`src/rtl/pipe_front_regs_if.sv`:
```
// Bus between the fetch/decode/execute datapath plus hazard unit (master) and the
// front-end stage register bank (slave). Counter signals exist only with PIPE_PERF_CNT_EN.
interface pipe_front_regs_if #(
    parameter int CTRL_W = 16
);
    logic [31:0]       pc_next;
    logic              pc_wr;
    logic              if_id_wr;
    logic              clear0;
    logic              clear1;
    logic [31:0]       if_instr;
    logic [CTRL_W-1:0] id_ctrl;
    logic [4:0]        id_rs;
    logic [4:0]        id_rt;
    logic [4:0]        id_rd;
    logic [CTRL_W-1:0] ex_ctrl_in;

    logic [31:0]       pc;
    logic [31:0]       if_id_instr;
    logic [31:0]       if_id_pc4;
    logic              if_id_valid;
    logic              id_ex_valid;
    logic              ex_ma_valid;
    logic [CTRL_W-1:0] id_ex_ctrl;
    logic [4:0]        id_ex_rs;
    logic [4:0]        id_ex_rt;
    logic [4:0]        id_ex_rd;
    logic [CTRL_W-1:0] ex_ma_ctrl;
`ifdef PIPE_PERF_CNT_EN
    logic [31:0]       stall_cnt;
    logic [31:0]       flush_cnt;
`endif

    modport master (
        output pc_next, pc_wr, if_id_wr, clear0, clear1,
        output if_instr, id_ctrl, id_rs, id_rt, id_rd, ex_ctrl_in,
        input  pc, if_id_instr, if_id_pc4, if_id_valid, id_ex_valid, ex_ma_valid,
        input  id_ex_ctrl, id_ex_rs, id_ex_rt, id_ex_rd, ex_ma_ctrl
`ifdef PIPE_PERF_CNT_EN
        , input stall_cnt, flush_cnt
`endif
    );

    modport slave (
        input  pc_next, pc_wr, if_id_wr, clear0, clear1,
        input  if_instr, id_ctrl, id_rs, id_rt, id_rd, ex_ctrl_in,
        output pc, if_id_instr, if_id_pc4, if_id_valid, id_ex_valid, ex_ma_valid,
        output id_ex_ctrl, id_ex_rs, id_ex_rt, id_ex_rd, ex_ma_ctrl
`ifdef PIPE_PERF_CNT_EN
        , output stall_cnt, flush_cnt
`endif
    );
endinterface

```
`src/rtl/pipe_front_regs.sv`:
```
// PC, IF/ID, ID/EX and EX/MA registers with valid bits; applies stall/flush controls.
// Optional stall/flush performance counters are built when PIPE_PERF_CNT_EN is defined.
module pipe_front_regs #(
    parameter logic [31:0] RESET_PC = 32'h0000_0000,
    parameter int          CTRL_W   = 16
) (
    input  logic              clk,
    input  logic              rst,
    pipe_front_regs_if.slave  bus
);
    logic [31:0]       r_pc;
    logic [31:0]       r_if_id_instr;
    logic [31:0]       r_if_id_pc4;
    logic              r_if_id_valid;
    logic [CTRL_W-1:0] r_id_ex_ctrl;
    logic [4:0]        r_id_ex_rs;
    logic [4:0]        r_id_ex_rt;
    logic [4:0]        r_id_ex_rd;
    logic              r_id_ex_valid;
    logic [CTRL_W-1:0] r_ex_ma_ctrl;
    logic              r_ex_ma_valid;

    logic [31:0]       w_pc4;
    logic              w_kill_if_id;
    logic              w_load_if_id;
    logic              w_bubble_id_ex;
    logic              w_kill_ex_ma;

    // Priority clear1 > clear0 > stall > normal; a stalled ID/EX takes a bubble so the
    // held IF/ID instruction is not issued twice.
    always_comb begin
        w_pc4          = r_pc + 32'd4;
        w_kill_if_id   = bus.clear1;
        w_load_if_id   = !bus.clear1 && bus.if_id_wr;
        w_bubble_id_ex = bus.clear1 || bus.clear0 || !bus.if_id_wr;
        w_kill_ex_ma   = bus.clear1;
    end

    always_ff @(posedge clk) begin
        if (rst) begin
            r_pc          <= RESET_PC;
            r_if_id_instr <= '0;
            r_if_id_pc4   <= '0;
            r_if_id_valid <= 1'b0;
            r_id_ex_ctrl  <= '0;
            r_id_ex_rs    <= '0;
            r_id_ex_rt    <= '0;
            r_id_ex_rd    <= '0;
            r_id_ex_valid <= 1'b0;
            r_ex_ma_ctrl  <= '0;
            r_ex_ma_valid <= 1'b0;
        end else begin
            // PC: redirect target comes in through pc_next, so clear1 never gates pc_wr
            if (bus.pc_wr) begin
                r_pc <= bus.pc_next;
            end

            // IF/ID
            if (w_kill_if_id) begin
                r_if_id_instr <= '0;
                r_if_id_pc4   <= '0;
                r_if_id_valid <= 1'b0;
            end else if (w_load_if_id) begin
                r_if_id_instr <= bus.if_instr;
                r_if_id_pc4   <= w_pc4;
                r_if_id_valid <= 1'b1;
            end

            // ID/EX
            if (w_bubble_id_ex) begin
                r_id_ex_ctrl  <= '0;
                r_id_ex_rs    <= '0;
                r_id_ex_rt    <= '0;
                r_id_ex_rd    <= '0;
                r_id_ex_valid <= 1'b0;
            end else begin
                r_id_ex_ctrl  <= bus.id_ctrl;
                r_id_ex_rs    <= bus.id_rs;
                r_id_ex_rt    <= bus.id_rt;
                r_id_ex_rd    <= bus.id_rd;
                r_id_ex_valid <= r_if_id_valid;
            end

            // EX/MA
            if (w_kill_ex_ma) begin
                r_ex_ma_ctrl  <= '0;
                r_ex_ma_valid <= 1'b0;
            end else begin
                r_ex_ma_ctrl  <= bus.ex_ctrl_in;
                r_ex_ma_valid <= r_id_ex_valid;
            end
        end
    end

    assign bus.pc          = r_pc;
    assign bus.if_id_instr = r_if_id_instr;
    assign bus.if_id_pc4   = r_if_id_pc4;
    assign bus.if_id_valid = r_if_id_valid;
    assign bus.id_ex_ctrl  = r_id_ex_ctrl;
    assign bus.id_ex_rs    = r_id_ex_rs;
    assign bus.id_ex_rt    = r_id_ex_rt;
    assign bus.id_ex_rd    = r_id_ex_rd;
    assign bus.id_ex_valid = r_id_ex_valid;
    assign bus.ex_ma_ctrl  = r_ex_ma_ctrl;
    assign bus.ex_ma_valid = r_ex_ma_valid;

`ifdef PIPE_PERF_CNT_EN
    logic [31:0] r_stall_cnt;
    logic [31:0] r_flush_cnt;
    logic        w_stall_evt;
    logic        w_flush_evt;

    // A stall cycle that is also a redirect counts only as a flush
    always_comb begin
        w_stall_evt = !bus.if_id_wr && !bus.clear1;
        w_flush_evt = bus.clear1 || bus.clear0;
    end

    always_ff @(posedge clk) begin
        if (rst) begin
            r_stall_cnt <= '0;
            r_flush_cnt <= '0;
        end else begin
            if (w_stall_evt) begin
                r_stall_cnt <= r_stall_cnt + 32'd1;
            end
            if (w_flush_evt) begin
                r_flush_cnt <= r_flush_cnt + 32'd1;
            end
        end
    end

    assign bus.stall_cnt = r_stall_cnt;
    assign bus.flush_cnt = r_flush_cnt;
`endif
endmodule

```
`src/flat_wrapper.sv`:
```
// flat-port wrapper written by rule: the top's interface ports become plain ports
module pipe_front_regs_flat 
#(
    parameter logic [31:0] RESET_PC = 32'h0000_0000,
    parameter int          CTRL_W   = 16
)
  (clk, rst, bus_pc_next, bus_pc_wr, bus_if_id_wr, bus_clear0, bus_clear1, bus_if_instr, bus_id_ctrl, bus_id_rs, bus_id_rt, bus_id_rd, bus_ex_ctrl_in, bus_pc, bus_if_id_instr, bus_if_id_pc4, bus_if_id_valid, bus_id_ex_valid, bus_ex_ma_valid, bus_id_ex_ctrl, bus_id_ex_rs, bus_id_ex_rt, bus_id_ex_rd, bus_ex_ma_ctrl);
  pipe_front_regs_if #(.CTRL_W(CTRL_W)) bus_i ();
  input  logic clk;
  input  logic rst;
  input wire logic [$bits(bus_i.pc_next)-1:0] bus_pc_next;
  input wire logic [$bits(bus_i.pc_wr)-1:0] bus_pc_wr;
  input wire logic [$bits(bus_i.if_id_wr)-1:0] bus_if_id_wr;
  input wire logic [$bits(bus_i.clear0)-1:0] bus_clear0;
  input wire logic [$bits(bus_i.clear1)-1:0] bus_clear1;
  input wire logic [$bits(bus_i.if_instr)-1:0] bus_if_instr;
  input wire logic [$bits(bus_i.id_ctrl)-1:0] bus_id_ctrl;
  input wire logic [$bits(bus_i.id_rs)-1:0] bus_id_rs;
  input wire logic [$bits(bus_i.id_rt)-1:0] bus_id_rt;
  input wire logic [$bits(bus_i.id_rd)-1:0] bus_id_rd;
  input wire logic [$bits(bus_i.ex_ctrl_in)-1:0] bus_ex_ctrl_in;
  output wire logic [$bits(bus_i.pc)-1:0] bus_pc;
  output wire logic [$bits(bus_i.if_id_instr)-1:0] bus_if_id_instr;
  output wire logic [$bits(bus_i.if_id_pc4)-1:0] bus_if_id_pc4;
  output wire logic [$bits(bus_i.if_id_valid)-1:0] bus_if_id_valid;
  output wire logic [$bits(bus_i.id_ex_valid)-1:0] bus_id_ex_valid;
  output wire logic [$bits(bus_i.ex_ma_valid)-1:0] bus_ex_ma_valid;
  output wire logic [$bits(bus_i.id_ex_ctrl)-1:0] bus_id_ex_ctrl;
  output wire logic [$bits(bus_i.id_ex_rs)-1:0] bus_id_ex_rs;
  output wire logic [$bits(bus_i.id_ex_rt)-1:0] bus_id_ex_rt;
  output wire logic [$bits(bus_i.id_ex_rd)-1:0] bus_id_ex_rd;
  output wire logic [$bits(bus_i.ex_ma_ctrl)-1:0] bus_ex_ma_ctrl;
  assign bus_i.pc_next = bus_pc_next;
  assign bus_i.pc_wr = bus_pc_wr;
  assign bus_i.if_id_wr = bus_if_id_wr;
  assign bus_i.clear0 = bus_clear0;
  assign bus_i.clear1 = bus_clear1;
  assign bus_i.if_instr = bus_if_instr;
  assign bus_i.id_ctrl = bus_id_ctrl;
  assign bus_i.id_rs = bus_id_rs;
  assign bus_i.id_rt = bus_id_rt;
  assign bus_i.id_rd = bus_id_rd;
  assign bus_i.ex_ctrl_in = bus_ex_ctrl_in;
  assign bus_pc = bus_i.pc;
  assign bus_if_id_instr = bus_i.if_id_instr;
  assign bus_if_id_pc4 = bus_i.if_id_pc4;
  assign bus_if_id_valid = bus_i.if_id_valid;
  assign bus_id_ex_valid = bus_i.id_ex_valid;
  assign bus_ex_ma_valid = bus_i.ex_ma_valid;
  assign bus_id_ex_ctrl = bus_i.id_ex_ctrl;
  assign bus_id_ex_rs = bus_i.id_ex_rs;
  assign bus_id_ex_rt = bus_i.id_ex_rt;
  assign bus_id_ex_rd = bus_i.id_ex_rd;
  assign bus_ex_ma_ctrl = bus_i.ex_ma_ctrl;
  pipe_front_regs #(.RESET_PC(RESET_PC), .CTRL_W(CTRL_W)) u_core (.clk(clk), .rst(rst), .bus(bus_i));
endmodule
```
`config.mk`:
```
export PLATFORM = sky130hd
export DESIGN_NAME = pipe_front_regs_flat
export DESIGN_NICKNAME = d
export VERILOG_FILES = /design/src/rtl/pipe_front_regs_if.sv /design/src/rtl/pipe_front_regs.sv /design/src/flat_wrapper.sv
export SDC_FILE = /design/constraint.sdc
export NUM_CORES = 1
export LEC_CHECK = 0
export ABC_AREA = 0
export BUFFER_PORTS_ARGS = -buffer_cell sky130_fd_sc_hd__buf_2
export CORE_AREA = 2 2 97 146
export DETAILED_ROUTE_END_ITERATION = 8
export DIE_AREA = 0 0 99 148
export PLACE_DENSITY = 0.71
export SETUP_SLACK_MARGIN = 0.1
export SKIP_CTS_REPAIR_TIMING = 1
export SLEW_MARGIN = 20
export SYNTH_ARGS = -nofsm -noshare
export SYNTH_HDL_FRONTEND = slang
export SYNTH_SLANG_ARGS = --single-unit
```
`constraint.sdc`:
```
create_clock -name clk -period 1.7 [get_ports clk]
set_clock_uncertainty 0.05 [all_clocks]
set_input_delay 0.255 -clock clk [delete_from_list [all_inputs] [get_ports clk]]
set_output_delay 0.255 -clock clk [all_outputs]
set_load 0.03 [all_outputs]
```
==> run_results.csv, run 1 <==
group,metric,value,unit
pwr,power,8434,uW
run,drv_cap,0,
logic_synthesis,synth_xor_area_share,4.670,%
placed_design,gp_congestion,0.8862,
setup_path,crit_type,"flip-flop to flip-flop",
placed_design,dp_hpwl,10860,um
floorplanning,die_h,148,um
setup_path,cp_slowest_cell,"nor4_2",
routing,dr_total_vias,4921,
floorplanning,dieWidth,99,um
global_routing,grt-ovfl-total,0,
setup_path,r2r_start,"u_core.bus.pc[4]",
cts,cts_max_path_buffers,2,
setup_path,path_cells,"and4_4 > nand4_4 > nor4_2 > xnor2_1 > a21oi_1",
setup_path,r2r-end,"u_core.bus.if_id_pc4[24]",
cts,htreeDepth,4,
logic_synthesis,synthSimpleGateAreaFrac,18.11,%
global_routing,grt_max_degree,43,
cts,cts_made_buffers,17,
routing,wl,16100,um
hold_path,hold_class,"primary input to flip-flop",
cts,tritoncts,"yes",
floorplanning,dieArea,14650,um2
pwr,p_leak,0.004024,uW
run_status,outcome,"finished, violations left",
final_layout,antenna_cells,0,
logic_synthesis,synth_top_family_by_area,"simple AND/OR/NAND/NOR gates",
run_status,failed_checks,"hold timing",
timing,timing.hold.ws,-18.13,ps
logic_synthesis,ys_seq_area_share,55.66,%
timing,fmax,615.7,MHz
logic_synthesis,async_flop_share,0,%
logic_synthesis,muxShareOfSynthArea,12.96,%
logic_synthesis,synth_seq_cells,146,
pwr,peakVddDrop,665.1,uV
setup_path,crit_fanout,5,
timing,setup-tns-final,0,ps
global_routing,grt_first_pass_wirelength,22280,um
floorplanning,start_util,39.37,%
setup_path,cp-end-kind,"flip-flop",
routing,vias_per_cell,4.829,
routing,dr.first_iter.drc_count,156,
logic_synthesis,syn_nets,636,
final_layout,final_layout_size_suffix_gt1_share,45.16,%
routing,drc_errors,0,
setup_path,r2r_slack,80,ps
logic_synthesis,synth_edf_count,0,
global_routing,antenna_found_initial,0,
logic_synthesis,yosysWarnings,0,
logic_synthesis,synth_compound_area_share,5.194,%
cts,root_buffer,"clkbuf_16",
timing,rsz0062_at_grt,"yes",
cts,clock-sinks,146,
timing,period_share,95.54,%
logic_synthesis,synthTopCellsByArea,"dfxtp_1 56%, mux2i_1 13%, nor2_1 6.0%",
routing,wire_per_inst,15.80,um
setup_path,max_stage_delay,380,ps
logic_synthesis,synth_cell_types,31,
setup_path,path_buf_inv,0,
final_layout,final_nets,962,
logic_synthesis,synthAdderAreaFrac,0.2383,%
hold_path,holdPathStages,2,
timing,min_period,1624,ps
setup_path,reg2reg_depth,5,
cts,clk_latency,430,ps
logic_synthesis,synth_top_area_cell,"dfxtp_1",
floorplanning,core,13340,um2
cts,worst_setup_hold_path_clk_slew,60,ps
floorplanning,row_count,52,
timing,worst-slew-pin-transition,453.5,ps
pwr,power_density,1026,nW/um2
floorplanning,ios,263,
routing,firstDrtPassIters,4,
setup_path,critPathLaunchType,"flip-flop",
hold_path,hp-start,"bus_id_rt[3]",
timing,finalHoldViolations,4,
setup_path,worst_ep_required_time,1970,ps
placed_design,portBuffers,262,
logic_synthesis,postSynthAreaPerCell,10.14,um2
logic_synthesis,synth_area,5251,um2
hold_path,hold_end,"u_core.bus.id_ex_rt[3]",
global_routing,grt_usage,19.27,%
logic_synthesis,synthCells,518,
routing,antenna_left,0,
setup_path,arrival,1890,ps
final_layout,area_growth,56.47,%
timing,maxSlewViolCount,0,
timing,slew_headroom,69.77,%
logic_synthesis,synth_flop_cell,"dfxtp_1",
timing,setup_viol,0,
logic_synthesis,yosysTopAreaCellShare,55.66,%
setup_path,crit_family,"simple AND/OR/NAND/NOR gates",
global_routing,grt_pass1_vias,4615,
-- where the power goes --
group,switching (uW),internal (uW)
combinational,600,439
clock,1520,2250
sequential,92.5,3540
total,2210,6230
-- Yosys cell counts (all sizes together) (5+ instances only) --
library cell,number
dfxtp,146
xor2,5
xnor2,23
a21oi,21
and2,49
nor2,84
mux2i,68
nand3,10
buf,12
and4,5
a211oi,5
inv,7
nor4,8
nor3,7
o21ai,21
nand4,7
nand2,9
clkbuf,22
-- cell families after synthesis --
family,after synthesis
AO/OA/AOI/OAI,49
adder cells (fa/ha/maj),1
buffers and inverters,41
XOR/XNOR,28
multiplexers,68
flip-flops,146
AND/OR/NAND/NOR,185
-- through the flow --
step	cells	setup slack, ps	cell area [um2]	hold slack, ps	utilization [%]
6_report	1019	75.78	8217	-18.13	61.60
5_1_grt	1019	-8.530	8217	0.3060	61.60
4_1_cts	970	-61.17	7590	-36.76	56.90
3_5_place_dp	938	-18.29	6987	390.3	52.38
3_3_place_gp	938	34.83	6987	381.5	52.38
2_1_floorplan	518	71.94	5334	281.0	-
-- state kept, by name (all words and copies together) (netlist names) --
signal / flops
u_core.bus.ex_ma_ctrl: 16
u_core.bus.ex_ma_valid: 1
u_core.bus.id_ex_ctrl: 16
u_core.bus.id_ex_rd: 5
u_core.bus.id_ex_rs: 5
u_core.bus.id_ex_rt: 5
u_core.bus.id_ex_valid: 1
u_core.bus.if_id_instr: 32
u_core.bus.if_id_pc4: 32
u_core.bus.if_id_valid: 1
u_core.bus.pc: 32
-- placed cells by master, fill, tap and decap left out, types with 8 or more instances in the layout --
cell type and instances:
dfxtp_1 122, nand2_1 9, dlygate4sd3_1 39, clkbuf_16 19
xnor2_1 22, buf_4 33, a21oi_1 21, nand3_1 8
and2_1 49, nor2_1 82, buf_2 261, mux2i_1 68
dfxtp_4 17, o21ai_0 21
-- layer usage --
| metal | global-route usage [%] | up-vias | share of wire (%) |
|---|---|---|---|
| met5 | 0 | - | 0 |
| met4 | 8.973 | 0 | 2.1 |
| met3 | 6.005 | 30 | 7.2 |
| met2 | 33.24 | 215 | 52 |
| met1 | 21.43 | 2289 | 39 |
| li1 | - | 2387 | - |
-- cell type report --
type,count,area [um2]
Fill cell,1090,5121
Sequential cell,146,2995
Multi-Input combinational cell,332,2331
Timing Repair Buffer,340,2058
Clock buffer,20,489.2
Tap cell,162,202.7
Clock inverter,12,113.9
Inverter,7,26.28
-- worst max path at each step --
stage                           from                  endpoint  slack (ps)  cells after the start
detailed placement  u_core.bus.pc[7]  u_core.bus.if_id_pc4[23]         -20                      5
CTS                 u_core.bus.pc[6]  u_core.bus.if_id_pc4[24]         -60                      5
finish              u_core.bus.pc[4]  u_core.bus.if_id_pc4[24]          80                      5
global placement    u_core.bus.pc[7]  u_core.bus.if_id_pc4[25]          30                      5
global route        u_core.bus.pc[3]  u_core.bus.if_id_pc4[30]          -9                      6
floorplan           u_core.bus.pc[5]  u_core.bus.if_id_pc4[22]          70                      6
Note: power is estimated with default switching activity, not from simulation.
==> run 2, diff against run 1 <==
--- a/config.mk
+++ b/config.mk
@@ -5,12 +5,12 @@
 export SDC_FILE = /design/constraint.sdc
 export NUM_CORES = 1
 export LEC_CHECK = 0
-export ABC_AREA = 0
+export ABC_AREA = 1
 export BUFFER_PORTS_ARGS = -buffer_cell sky130_fd_sc_hd__buf_2
-export CORE_AREA = 2 2 97 146
+export CORE_AREA = 2 2 100 151
 export DETAILED_ROUTE_END_ITERATION = 8
-export DIE_AREA = 0 0 99 148
-export PLACE_DENSITY = 0.71
+export DIE_AREA = 0 0 102 153
+export PLACE_DENSITY = 0.7
 export SETUP_SLACK_MARGIN = 0.1
 export SKIP_CTS_REPAIR_TIMING = 1
 export SLEW_MARGIN = 20
==> run_results.csv, run 2 <==
group,metric,value,unit
run_status,outcome,"finished, violations left",
run_status,failed_checks,"hold timing",
logic_synthesis,synth_area,5628,um2
pwr,p_leak,0.004118,uW
logic_synthesis,ys_seq_area_share,51.93,%
placed_design,placed_area,7147,um2
cts,clk_latency,410,ps
timing,timing.hold.ws,-3.259,ps
logic_synthesis,yosysWarnings,0,
pwr,power_density,1089,nW/um2
routing,wire_per_inst,13.59,um
routing,vias_per_cell,4.506,
placed_design,dp_hpwl,12660,um
floorplanning,start_util,39.29,%
setup_path,critPathLaunchType,"flip-flop",
timing,rsz0062_at_grt,"yes",
placed_design,portBuffers,262,
setup_path,crit_type,"flip-flop to flip-flop",
final_layout,layout_commonest_cell,"buf_2",
final_layout,final_layout_size_suffix_gt1_share,32.18,%
cts,tritoncts,"yes",
logic_synthesis,netlist_top_cells_count,"219 x nor2_1, 146 x dfxtp_1, 109 x nand2_1",
global_routing,grt-ovfl-total,0,
timing,worst-slew-pin-transition,644.2,ps
cts,root_buffer,"clkbuf_16",
floorplanning,ios,263,
routing,antenna_left,0,
routing,dr_total_vias,5588,
placed_design,preCtsSetupSlack,196.8,ps
placed_design,gp_congestion,0.9224,
final_layout,fill_cells,1418,
setup_path,cp-end-kind,"flip-flop",
global_routing,grt_pass1_vias,5254,
timing,fin_ws,224.1,ps
timing,setup-tns-final,0,ps
logic_synthesis,synth_top_area_cell,"dfxtp_1",
floorplanning,core,14320,um2
logic_synthesis,yosysTopAreaCellShare,51.93,%
cts,clock-sinks,146,
hold_path,hold_class,"primary input to flip-flop",
logic_synthesis,synth_flop_cell,"dfxtp_1",
global_routing,grt_usage,21.21,%
floorplanning,dieWidth,102,um
routing,wl,16850,um
final_layout,multi_input_area,2188,um2
floorplanning,row_count,54,
logic_synthesis,synth_cell_types,26,
timing,maxSlewViolCount,0,
run,drv_cap,0,
final_layout,design_area,7900,um2
global_routing,antenna_found_initial,0,
final_layout,most-common-layout-cells,"262 x buf_2, 217 x nor2_1, 137 x dfxtp_1, 109 x nand2_1, 97 x inv_1",
setup_path,arrival,1770,ps
global_routing,grt_max_degree,53,
floorplanning,die_h,153,um
logic_synthesis,synthCells,766,
timing,fmax,677.6,MHz
final_layout,seqCellArea,2939,um2
logic_synthesis,synth.most_common_cell,"nor2_1",
final_layout,area_growth,40.37,%
logic_synthesis,synthTopCellsByArea,"dfxtp_1 52%, nor2_1 15%, nand2_1 7.3%",
cts,cts_made_buffers,17,
final_layout,antenna_cells,0,
timing,setup_viol,0,
logic_synthesis,synth_edf_count,0,
floorplanning,dieArea,15610,um2
pwr,peakVddDrop,607.6,uV
logic_synthesis,postSynthAreaPerCell,7.347,um2
cts,htreeDepth,4,
timing,period_share,86.82,%
routing,drc_errors,0,
cts,worst_setup_hold_path_clk_slew,60,ps
routing,dr.first_iter.drc_count,203,
logic_synthesis,synth_seq_cells,146,
timing,finalHoldViolations,3,
timing,min_period,1476,ps
routing,firstDrtPassIters,4,
setup_path,crit_fanout,5,
final_layout,final_nets,1150,
timing,slew_headroom,56.99,%
cts,cts_max_path_buffers,2,
logic_synthesis,async_flop_share,0,%
logic_synthesis,syn_nets,884,
final_layout,utilization,55.15,%
setup_path,worst_ep_required_time,1990,ps
global_routing,grt_first_pass_wirelength,25910,um
## run 2: cell types whose count changed after synthesis, moves of 15 or more
cell,previous run,this run
xnor2_1,23,5
o21ai_0,21,52
inv_1,7,97
a211oi_1,5,20
mux2i_1,68,0
nor2_1,84,219
and2_1,49,2
nand2_1,9,109
## run 2: final cells by class
| type | count | share of cell area [%] |
|---|---|---|
| flip-flops and latches | 146 | 37.20 |
| repair buffers | 283 | 19.39 |
| clock buffers | 20 | 5.908 |
| inverters | 101 | 4.799 |
| well taps | 196 | 3.104 |
| multi-input cells | 483 | 27.70 |
| clock inverters | 11 | 1.901 |
## run 2: per-layer routing
layer	up-vias	part of all wire, %	global-route usage [%]
met5	-	0	0
met4	0	3.3	9.270
met3	40	5.6	4.527
met2	202	51	37.53
met1	2473	40	23.95
li1	2873	-	-
## run 2: where the power goes
group	total (uW)	leakage (uW)	internal [uW]	switching, uW
registers	3680	0.00120	3570	109
logic	1040	0.00262	354	687
clock network	3880	0.000299	2430	1450
total	8600	0.00412	6350	2250
## run 2: critical path, stage by stage, from the launching register on
cell     delay [ps]
dfxtp_4         380
ha_4            140
nand2_2          60
nor2_4          190
nand2_4         100
nor2_2          200
nand2_1          70
nand2_1          60
nand2_1          50
a21oi_1         100
## run 2: worst paths after layout
| path | start | end | slack [ps] | depth (start not counted) |
|---|---|---|---|---|
| max | u_core.bus.pc[2] | u_core.bus.if_id_pc4[24] | 220 | 9 |
| min | bus_if_instr[26] | u_core.bus.if_id_instr[26] | -3 | 3 |
| max reg2reg | u_core.bus.pc[2] | u_core.bus.if_id_pc4[24] | 220 | 9 |
| min reg2reg | u_core.bus.id_ex_valid | u_core.bus.ex_ma_valid | 380 | 2 |
## run 2: cell families (layout without fill, tap and decap cells)
kind of cell,after synthesis,count (layout),synth area share (%)
AO/OA/AOI/OAI,104,104,10.25
XOR/XNOR,7,7,1.089
adder cells (fa/ha/maj),1,1,0.2223
buffers and inverters,137,415,9.582
flip-flops,146,146,51.93
AND/OR/NAND/NOR,371,371,26.92
## run 2: metrics by stage
stage / hold WS [ps] / cells / power, uW
finish: -3.259 / 1240 / 8600
global route: -1.879 / 1240 / 8938
CTS: -14.68 / 1230 / 8651
detailed placement: 383.4 / 1199 / 4776
global placement: 371.9 / 1199 / 4771
floorplan: 317.2 / 766 / 4360
==> run 3, diff against run 2 <==
==> constraint.sdc (replaced) <==
create_clock -name clk -period 1.7 [get_ports clk]
set_clock_uncertainty 0.05 [all_clocks]
set_input_delay 0.255 -clock clk [delete_from_list [all_inputs] [get_ports clk]]
set_output_delay 0.255 -clock clk [all_outputs]
set_load 0.02 [all_outputs]
==> run_results.csv, run 3 (synthesis results as in run 2) <==
group,metric,value,unit
run_status,outcome,"finished, final reports clean",
floorplanning,dieArea,15610,um2
placed_design,preCtsSetupSlack,157.2,ps
final_layout,antenna_cells,0,
setup_path,worst_ep_required_time,2010,ps
timing,setup-tns-final,0,ps
timing,period_share,88.24,%
setup_path,path_cells,"ha_4 > nand2_2 > nor2_4 > nand2_4 > nor2_2 > nand2_1 > nand3_1 > nand2_1 > inv_1",
global_routing,antenna_found_initial,0,
pwr,peakVddDrop,558.4,uV
routing,antenna_left,0,
setup_path,crit_type,"flip-flop to flip-flop",
timing,min_period,1500,ps
floorplanning,row_count,54,
hold_path,hold_class,"primary input to flip-flop",
placed_design,place_inst,1199,
final_layout,final_cells,1237,
setup_path,arrival,1810,ps
pwr,seqPwrFrac,44.8,%
routing,wire_per_inst,14.17,um
pwr,p_sw_share,26.23,%
timing,rsz0062_at_grt,"no",
timing,worst-slew-pin-transition,650.0,ps
placed_design,portBuffers,262,
timing,timing.hold.ws,1.089,ps
cts,htreeDepth,4,
pwr,p_comb_share,11.3,%
final_layout,most-common-layout-cells,"262 x buf_2, 216 x nor2_1, 135 x dfxtp_1, 108 x nand2_1, 97 x inv_1",
setup_path,cp-end-kind,"flip-flop",
setup_path,cpMostUsedCell,"nand2_1",
routing,vias_per_cell,4.585,
routing,dr.first_iter.drc_count,287,
global_routing,grt_first_pass_wirelength,26880,um
placed_design,gp_congestion,0.9941,
floorplanning,dieWidth,102,um
final_layout,area_growth,39.31,%
final_layout,layout_commonest_cell,"buf_2",
timing,setup_viol,0,
pwr,p_switching,2157,uW
timing,fmax,666.6,MHz
run,drv_cap,0,
global_routing,grt_usage,22.23,%
cts,clock-sinks,146,
setup_path,cp_slowest_cell,"dfxtp_4",
cts,tritoncts,"yes",
cts,root_buffer,"clkbuf_16",
global_routing,grt_pass1_vias,5242,
routing,dr_total_vias,5672,
final_layout,final_layout_size_suffix_gt1_share,32.95,%
setup_path,crit_fanout,6,
cts,worst_setup_hold_path_clk_slew,60,ps
placed_design,dp_hpwl,13020,um
cts,clk_latency,410,ps
global_routing,grt-ovfl-total,0,
pwr,p_leak,0.004088,uW
final_layout,final_nets,1148,
routing,firstDrtPassIters,5,
floorplanning,ios,263,
timing,slew_headroom,56.60,%
setup_path,max_stage_delay,370,ps
routing,wl,17530,um
floorplanning,start_util,39.29,%
timing,finalHoldViolations,0,
final_layout,design_area,7840,um2
pwr,clkPwrFrac,43.9,%
global_routing,grt_max_degree,63,
pwr,p_int,6068,uW
timing,maxSlewViolCount,0,
placed_design,placed_area,7133,um2
routing,drc_errors,0,
cts,cts_made_buffers,17,
pwr,power_density,1049,nW/um2
timing,fin_ws,199.9,ps
floorplanning,core,14320,um2
floorplanning,die_h,153,um
setup_path,critPathLaunchType,"flip-flop",
cts,cts_max_path_buffers,2,
==> run 3: cell count changes in the layout (fill, tap and decap cells not counted), moves of 2 or more <==
cell           previous run  this run
clkinv_2                  2         4
nor2_4                    8        11
dfxtp_2                   7        10
dlygate4sd3_1            10         5
nor2_2                    6         4
clkbuf_8                  3         0
dfxtp_1                 137       135
buf_4                     8        12
==> run 3: metrics by stage <==
| step | util (%) | total power (uW) |
|---|---|---|
| floorplan | - | 4248 |
| global placement | 49.80 | 4662 |
| detailed placement | 49.80 | 4667 |
| CTS | 53.74 | 8281 |
| global route | 54.73 | 8559 |
| finish | 54.73 | 8225 |
==> run 3: path summary, 6_finish.rpt <==
check,from,to,slack (ps),cells after the start
worst max-delay path,u_core.bus.pc[3],u_core.bus.if_id_pc4[14],200,9
worst min-delay path,bus_id_ctrl[10],u_core.bus.id_ex_ctrl[10],1,3
worst max register to register,u_core.bus.pc[3],u_core.bus.if_id_pc4[14],200,9
worst min register to register,u_core.bus.id_ex_valid,u_core.bus.ex_ma_valid,380,2
==> run 3: routing by layer <==
layer | up-vias | routed length (um) | part of all wire, % | track usage (%)
met5 | - | 0 | 0 | 0
met4 | 0 | 675 | 3.9 | 10.16
met3 | 51 | 1054 | 6.0 | 4.435
met2 | 220 | 8912 | 51 | 38.94
met1 | 2528 | 6887 | 39 | 25.46
li1 | 2873 | - | - | -
==> run 3: final cells by class <==
cell class,count,area [um2]
Fill cell,1486,6484
Sequential cell,146,2939
Multi-Input combinational cell,483,2221
Timing Repair Buffer,281,1491
Clock buffer,17,425.4
Inverter,101,379.1
Tap cell,196,245.2
Clock inverter,13,138.9
==> run 3: power by group through the flow <==
stage	registers [uW]	logic, uW	clock network, uW
6_report	3680	934	3610
5_1_grt	3700	1030	3830
4_1_cts	3670	922	3680
3_5_place_dp	3750	918	0
3_3_place_gp	3750	915	0
2_1_floorplan	3910	336	0
==> run 3: critical path, delay by kind of cell (launching register included) <==
family / cells / cell delay (ps)
and+or+nand+nor: 7 / 840
DFF: 1 / 370
adders and majority gates: 1 / 140
buffers and inverters: 1 / 50
